==> config.mk <==
export PLATFORM = sky130hd
export DESIGN_NAME = stack_op_sequencer
export DESIGN_NICKNAME = d
export VERILOG_FILES = /design/src/rtl/stack_op_sequencer.sv
export SDC_FILE = /design/constraint.sdc
export NUM_CORES = 1
export LEC_CHECK = 0
export ABC_AREA = 1
export BUFFER_PORTS_ARGS = -buffer_cell sky130_fd_sc_hd__buf_2
export CAP_MARGIN = 20
export CORE_ASPECT_RATIO = 0.5
export CORE_UTILIZATION = 61
export CTS_CLUSTER_SIZE = 25
export DETAILED_ROUTE_END_ITERATION = 6
export GPL_TIMING_DRIVEN = 1
export PLACE_DENSITY = 0.87
export SETUP_SLACK_MARGIN = 0.1
export SYNTH_ARGS = -nofsm -noshare
export SYNTH_HDL_FRONTEND = slang
export SYNTH_SLANG_ARGS = --single-unit
==> constraint.sdc <==
create_clock -name clk -period 8.5 [get_ports clk]
set_input_delay 1.7 -clock clk [delete_from_list [all_inputs] [get_ports clk]]
set_output_delay 1.7 -clock clk [all_outputs]
set_load 0.05 [all_outputs]
==> src/rtl/stack_op_sequencer.sv <==
// Command sequencer that owns the hardware stack's PUSH/POP/TOS strobes.
// Tracks stack depth locally so it can reject underflow/overflow before touching the stack.

module stack_op_sequencer #(
   parameter int W     = 8,
   parameter int DEPTH = 32,
   localparam int DW   = $clog2(DEPTH) + 1
) (
   input  logic          clk,
   input  logic          rst,
   input  logic          cmd_valid,
   output logic          cmd_ready,
   input  logic [2:0]    cmd_op,
   input  logic [W-1:0]  cmd_imm,
   output logic          done,
   output logic          err,
   output logic [W-1:0]  result,
   output logic [DW-1:0] depth,
   output logic          stk_push,
   output logic          stk_pop,
   output logic          stk_tos,
   output logic [W-1:0]  stk_din,
   input  logic [W-1:0]  stk_dout
);

   // state  | meaning
   // IDLE   | waiting for a command, cmd_ready high
   // POP1   | first pop strobe (top of stack)
   // POP2   | second pop strobe, top value captured into operand b
   // TOS1   | read top of stack without removing it (DUP)
   // CAP    | capture popped value into result (POP)
   // WR     | push strobe with computed value on stk_din
   // DONE   | one-cycle done/err pulse
   typedef enum logic [2:0] {
      S_IDLE, S_POP1, S_POP2, S_TOS1, S_CAP, S_WR, S_DONE
   } state_t;

   localparam logic [2:0] OP_PUSH = 3'b000;
   localparam logic [2:0] OP_POP  = 3'b001;
   localparam logic [2:0] OP_ADD  = 3'b010;
   localparam logic [2:0] OP_SUB  = 3'b011;
   localparam logic [2:0] OP_AND  = 3'b100;
   localparam logic [2:0] OP_OR   = 3'b101;
   localparam logic [2:0] OP_NOT  = 3'b110;
   localparam logic [2:0] OP_DUP  = 3'b111;

   localparam logic [DW-1:0] FULL = DW'(DEPTH);
   localparam logic [DW-1:0] ONE  = DW'(1);
   localparam logic [DW-1:0] TWO  = DW'(2);

   state_t        state, state_nxt;
   logic [2:0]    op_q;
   logic [W-1:0]  imm_q;
   logic [W-1:0]  b_q;
   logic          err_q;
   logic [W-1:0]  result_q;
   logic [DW-1:0] depth_q;

   logic          accept;
   logic          legal;
   logic [W-1:0]  wr_value;

   assign accept = (state == S_IDLE) && cmd_valid;

   always_comb begin
      legal = 1'b0;
      case (cmd_op)
         OP_PUSH:                        legal = (depth_q < FULL);
         OP_POP, OP_NOT:                 legal = (depth_q >= ONE);
         OP_DUP:                         legal = (depth_q >= ONE) && (depth_q < FULL);
         OP_ADD, OP_SUB, OP_AND, OP_OR:  legal = (depth_q >= TWO);
         default:                        legal = 1'b0;
      endcase
   end

   always_comb begin
      state_nxt = state;
      case (state)
         S_IDLE: begin
            if (cmd_valid) begin
               if (!legal) begin
                  state_nxt = S_DONE;
               end else begin
                  case (cmd_op)
                     OP_PUSH: state_nxt = S_WR;
                     OP_DUP:  state_nxt = S_TOS1;
                     default: state_nxt = S_POP1;
                  endcase
               end
            end
         end
         S_POP1: begin
            case (op_q)
               OP_POP:  state_nxt = S_CAP;
               OP_NOT:  state_nxt = S_WR;
               default: state_nxt = S_POP2;
            endcase
         end
         S_POP2:  state_nxt = S_WR;
         S_TOS1:  state_nxt = S_WR;
         S_CAP:   state_nxt = S_DONE;
         S_WR:    state_nxt = S_DONE;
         S_DONE:  state_nxt = S_IDLE;
         default: state_nxt = S_IDLE;
      endcase
   end

   always_ff @(posedge clk or negedge rst) begin
      if (!rst) state <= S_IDLE;
      else      state <= state_nxt;
   end

   // stk_dout is the stack's registered output, so wr_value is stable through WR
   always_comb begin
      wr_value = '0;
      case (op_q)
         OP_PUSH: wr_value = imm_q;
         OP_ADD:  wr_value = stk_dout + b_q;
         OP_SUB:  wr_value = stk_dout - b_q;
         OP_AND:  wr_value = stk_dout & b_q;
         OP_OR:   wr_value = stk_dout | b_q;
         OP_NOT:  wr_value = ~stk_dout;
         OP_DUP:  wr_value = stk_dout;
         default: wr_value = '0;
      endcase
   end

   assign stk_push  = (state == S_WR);
   assign stk_pop   = (state == S_POP1) || (state == S_POP2);
   assign stk_tos   = (state == S_TOS1);
   assign stk_din   = (state == S_WR) ? wr_value : '0;
   assign cmd_ready = (state == S_IDLE);
   assign done      = (state == S_DONE);
   assign err       = (state == S_DONE) && err_q;
   assign result    = result_q;
   assign depth     = depth_q;

   always_ff @(posedge clk or negedge rst) begin
      if (!rst) begin
         op_q     <= '0;
         imm_q    <= '0;
         b_q      <= '0;
         err_q    <= 1'b0;
         result_q <= '0;
      end else begin
         if (accept) begin
            op_q  <= cmd_op;
            imm_q <= cmd_imm;
            err_q <= !legal;
         end
         if (state == S_POP2) b_q <= stk_dout;
         if (state == S_CAP)  result_q <= stk_dout;
         if (state == S_WR)   result_q <= wr_value;
      end
   end

   always_ff @(posedge clk or negedge rst) begin
      if (!rst) begin
         depth_q <= '0;
      end else begin
         case ({stk_push, stk_pop})
            2'b10:   depth_q <= depth_q + ONE;
            2'b01:   depth_q <= depth_q - ONE;
            default: depth_q <= depth_q;
         endcase
      end
   end

endmodule

==> metrics.md <==
| Metric | Value |
|---|---|
| Reg-to-reg startpoint | `b_q[0]` |
| Crit start category | `primary input` |
| Required time of the critical path | `6.80 ns` |
| Worst Hold Class | `flip-flop to flip-flop` |
| Max-slew violations | `0` |
| CP Max Fanout | `6` |
| R2R Setup Slk | `5.71 ns` |
| Most frequent cells in the layout | `nand2_1, inv_1, buf_2, dfrtp_1, nor2_1` |
| DP HPWL | `5450 µm` |
| Dpl cells | `between 400 and 500` |
| Fin crit period | `between 5 and 6 ns` |
| Die H | `approximately 49 µm` |
| Clock root cell | `clkbuf_8` |
| Flops & latches, synth | `37` |
| DRT antenna net count | `0` |
| EDFF count, synth | `0` |
| Post-synthesis cell area | `0.00275 mm²` |
| Syn nets | `431` |
| Syn-to-layout area delta | `14.1%` |
| Max-cap viol count | `0` |
| Initial DRC count | `roughly 200` |
| Initial Utilization | `about two thirds` |
| Drt first pass iters | `5` |
| Worst Reg-to-Reg Cells | `20` |
| Die Area | `~0.0048 mm²` |
| Max Freq | `196 MHz` |
| Mapped Cells | `approximately 400` |
| Core area | `0.00410 mm²` |
| Non-Filler Instances | `501` |
| Hold Buf Count CTS | `0` |
| WL/cell | `14.5 µm` |
| Synthesized area per cell | `between 6 and 7 µm²` |
| Post-synth cell types | `33` |
| Layout cells sized above 1 | `approximately 19%` |
| Bufs on Longest Clock Path | `2` |
| Commonest non-fill, non-tap cell in the layout | `nand2_1` |
| Post-CTS setup buffer count | `0` |
| Io pins | `50` |
| Post-CTS resize count | `0` |
| Drt drc | `0` |
| Period Utilization, post-route | `60.1%` |
| Clk slew on worst S/H paths | `0.08 ns` |
| Input/output buffers | `49` |
| Vias | `2,834` |
| Register area share after synthesis | `33.7%` |
| Critical path arrival | `approximately 3.4 ns` |
| Reg2reg end | `result[7]` |
| Placement Cell Area | `0.00303 mm²` |
| Top_reg_cell synth | `dfrtp_1` |
| Worst Skew | `0.00537 ns` |
| Number of H-tree levels | `2` |
| Critical Path Sink | `stk_din[7]` |
| Actual slew at the worst max-slew pin | `0.841 ns` |
| Cell Rows | `16` |
| Final instance area | `~0.0031 mm²` |
| YS warnings | `0` |
| CP endpoint kind | `primary output` |
| Final TNS setup | `0 ns` |
| Antenna violations before repair | `0` |
| Top post-synthesis cells by area | `dfrtp_1, nand2_1, inv_1` |
| Synth top area share | `33.7%` |
| Post-synth ARST share | `100%` |
| Vias in the first global route | `2,671` |
| Final hold slack | `around 0.49 ns` |
| Outcome | `complete, no violations` |
| Clock tree from TritonCTS | `yes` |
| Worst rel slew slack | `43.9%` |
| GRT Residual Overflow | `0` |
| CTS Buf Count | `5` |
| Largest net degree at the start of global routing | `38` |
| GRT Overall Usage | `33.4%` |
| Die Span X | `96.9 µm` |
| Skew-Pair Late Insertion Delay | `0.30 ns` |
| HP Start | `imm_q[5]` |
| Critical path class | `primary input to primary output` |
| Detailed-route wire length | `between 7000 and 8000 µm` |
| Final Wtd Congestion | `0.990` |
| First-pass GRT wire length | `12,500 µm` |
| Final Hold Vio Count | `0` |
| Unrepaired setup endpoints after global routing | `false` |
| Antenna diode count | `0` |
| Fillers | `333` |
| Nets | `482` |
| Dominant cell type by area after synthesis | `dfrtp_1` |
| Final setup vio count | `0` |
| DR vias/cell | `about 5.7` |
| CP Launch Point | `stk_dout[2]` |
| Clock Sinks | `37` |
## area by class of cell
class | instances | area (µm²) | area share [%]
flip-flops and latches | 37 | 926 | 29.5
repair buffers | 49 | 245 | 7.82
well taps | 54 | 67.6 | 2.15
multi-input cells | 287 | 1540 | 49.1
clock inverters | 2 | 38.8 | 1.24
clock buffers | 6 | 72.6 | 2.31
inverters | 66 | 248 | 7.90
## metrics by stage
| step | setup slack [ns] | utilization [%] |
|---|---|---|
| after CTS | 3.44 | 76.4 |
| after global placement | 3.51 | 73.7 |
| after global routing | 3.25 | 76.4 |
| after floorplan | 3.76 | - |
| final | 3.39 | 76.4 |
| after detailed placement | 3.45 | 73.7 |
## critical path, cell delays in order
cell     delay (ns)
buf_2          0.13
ha_1           0.37
a21oi_1        0.18
nand2_1        0.13
a21oi_1        0.24
inv_1          0.07
nand2_1        0.07
nand3_1        0.06
nand2_1        0.06
nand2_1        0.07
inv_1          0.07
buf_2          0.25
## state kept, by name (all words and copies together) (netlist names)
name    cells
b_q         8
state       3
op_q        3
result      8
imm_q       8
depth       6
err_q       1
## Yosys cell counts, types with 2 or more instances
| cell | n |
|---|---|
| a21oi_1 | 28 |
| a21oi_2 | 5 |
| a22oi_1 | 2 |
| buf_2 | 2 |
| buf_6 | 2 |
| dfrtp_1 | 37 |
| ha_1 | 13 |
| inv_1 | 59 |
| inv_2 | 7 |
| nand2_1 | 104 |
| nand2_2 | 8 |
| nand3_1 | 20 |
| nand3_2 | 3 |
| nand3b_1 | 2 |
| nand4_1 | 6 |
| nor2_1 | 32 |
| nor2_4 | 2 |
| nor3_1 | 6 |
| o211ai_2 | 2 |
| o21ai_0 | 31 |
| o21ai_1 | 3 |
| o31ai_1 | 2 |
| xor2_1 | 9 |
## layer usage
layer | wire, µm | GRT usage (%) | vias to the layer above
met2 | 3310 | 53.9 | 146
li1 | - | - | 1369
met5 | 0 | 0 | -
met1 | 3130 | 45.2 | 1299
met3 | 641 | 6.67 | 20
met4 | 160 | 12.9 | 0
## worst min-delay path by stage
stage          slack [ns]  depth (start not counted)        to
6_report             0.49                          2  imm_q[5]
5_1_grt              0.52                          2  imm_q[3]
4_1_cts              0.49                          2  imm_q[5]
3_5_place_dp         0.47                          2  imm_q[5]
3_3_place_gp         0.47                          2  imm_q[2]
2_1_floorplan        0.45                          2  imm_q[0]
## logic make-up (layout without fill, tap and decap cells)
family	count (synthesis)	in the layout	share of synthesized area (%)
compound gates	76	76	15.7
xor+xnor	10	10	3.19
fa+ha+maj	14	14	6.65
buf+inv	71	123	10.3
flops	37	37	33.7
simple gates	187	187	30.4
Power is not shown: default switching activity piles up to over one toggle a cycle in this logic, so the estimate is an artifact.
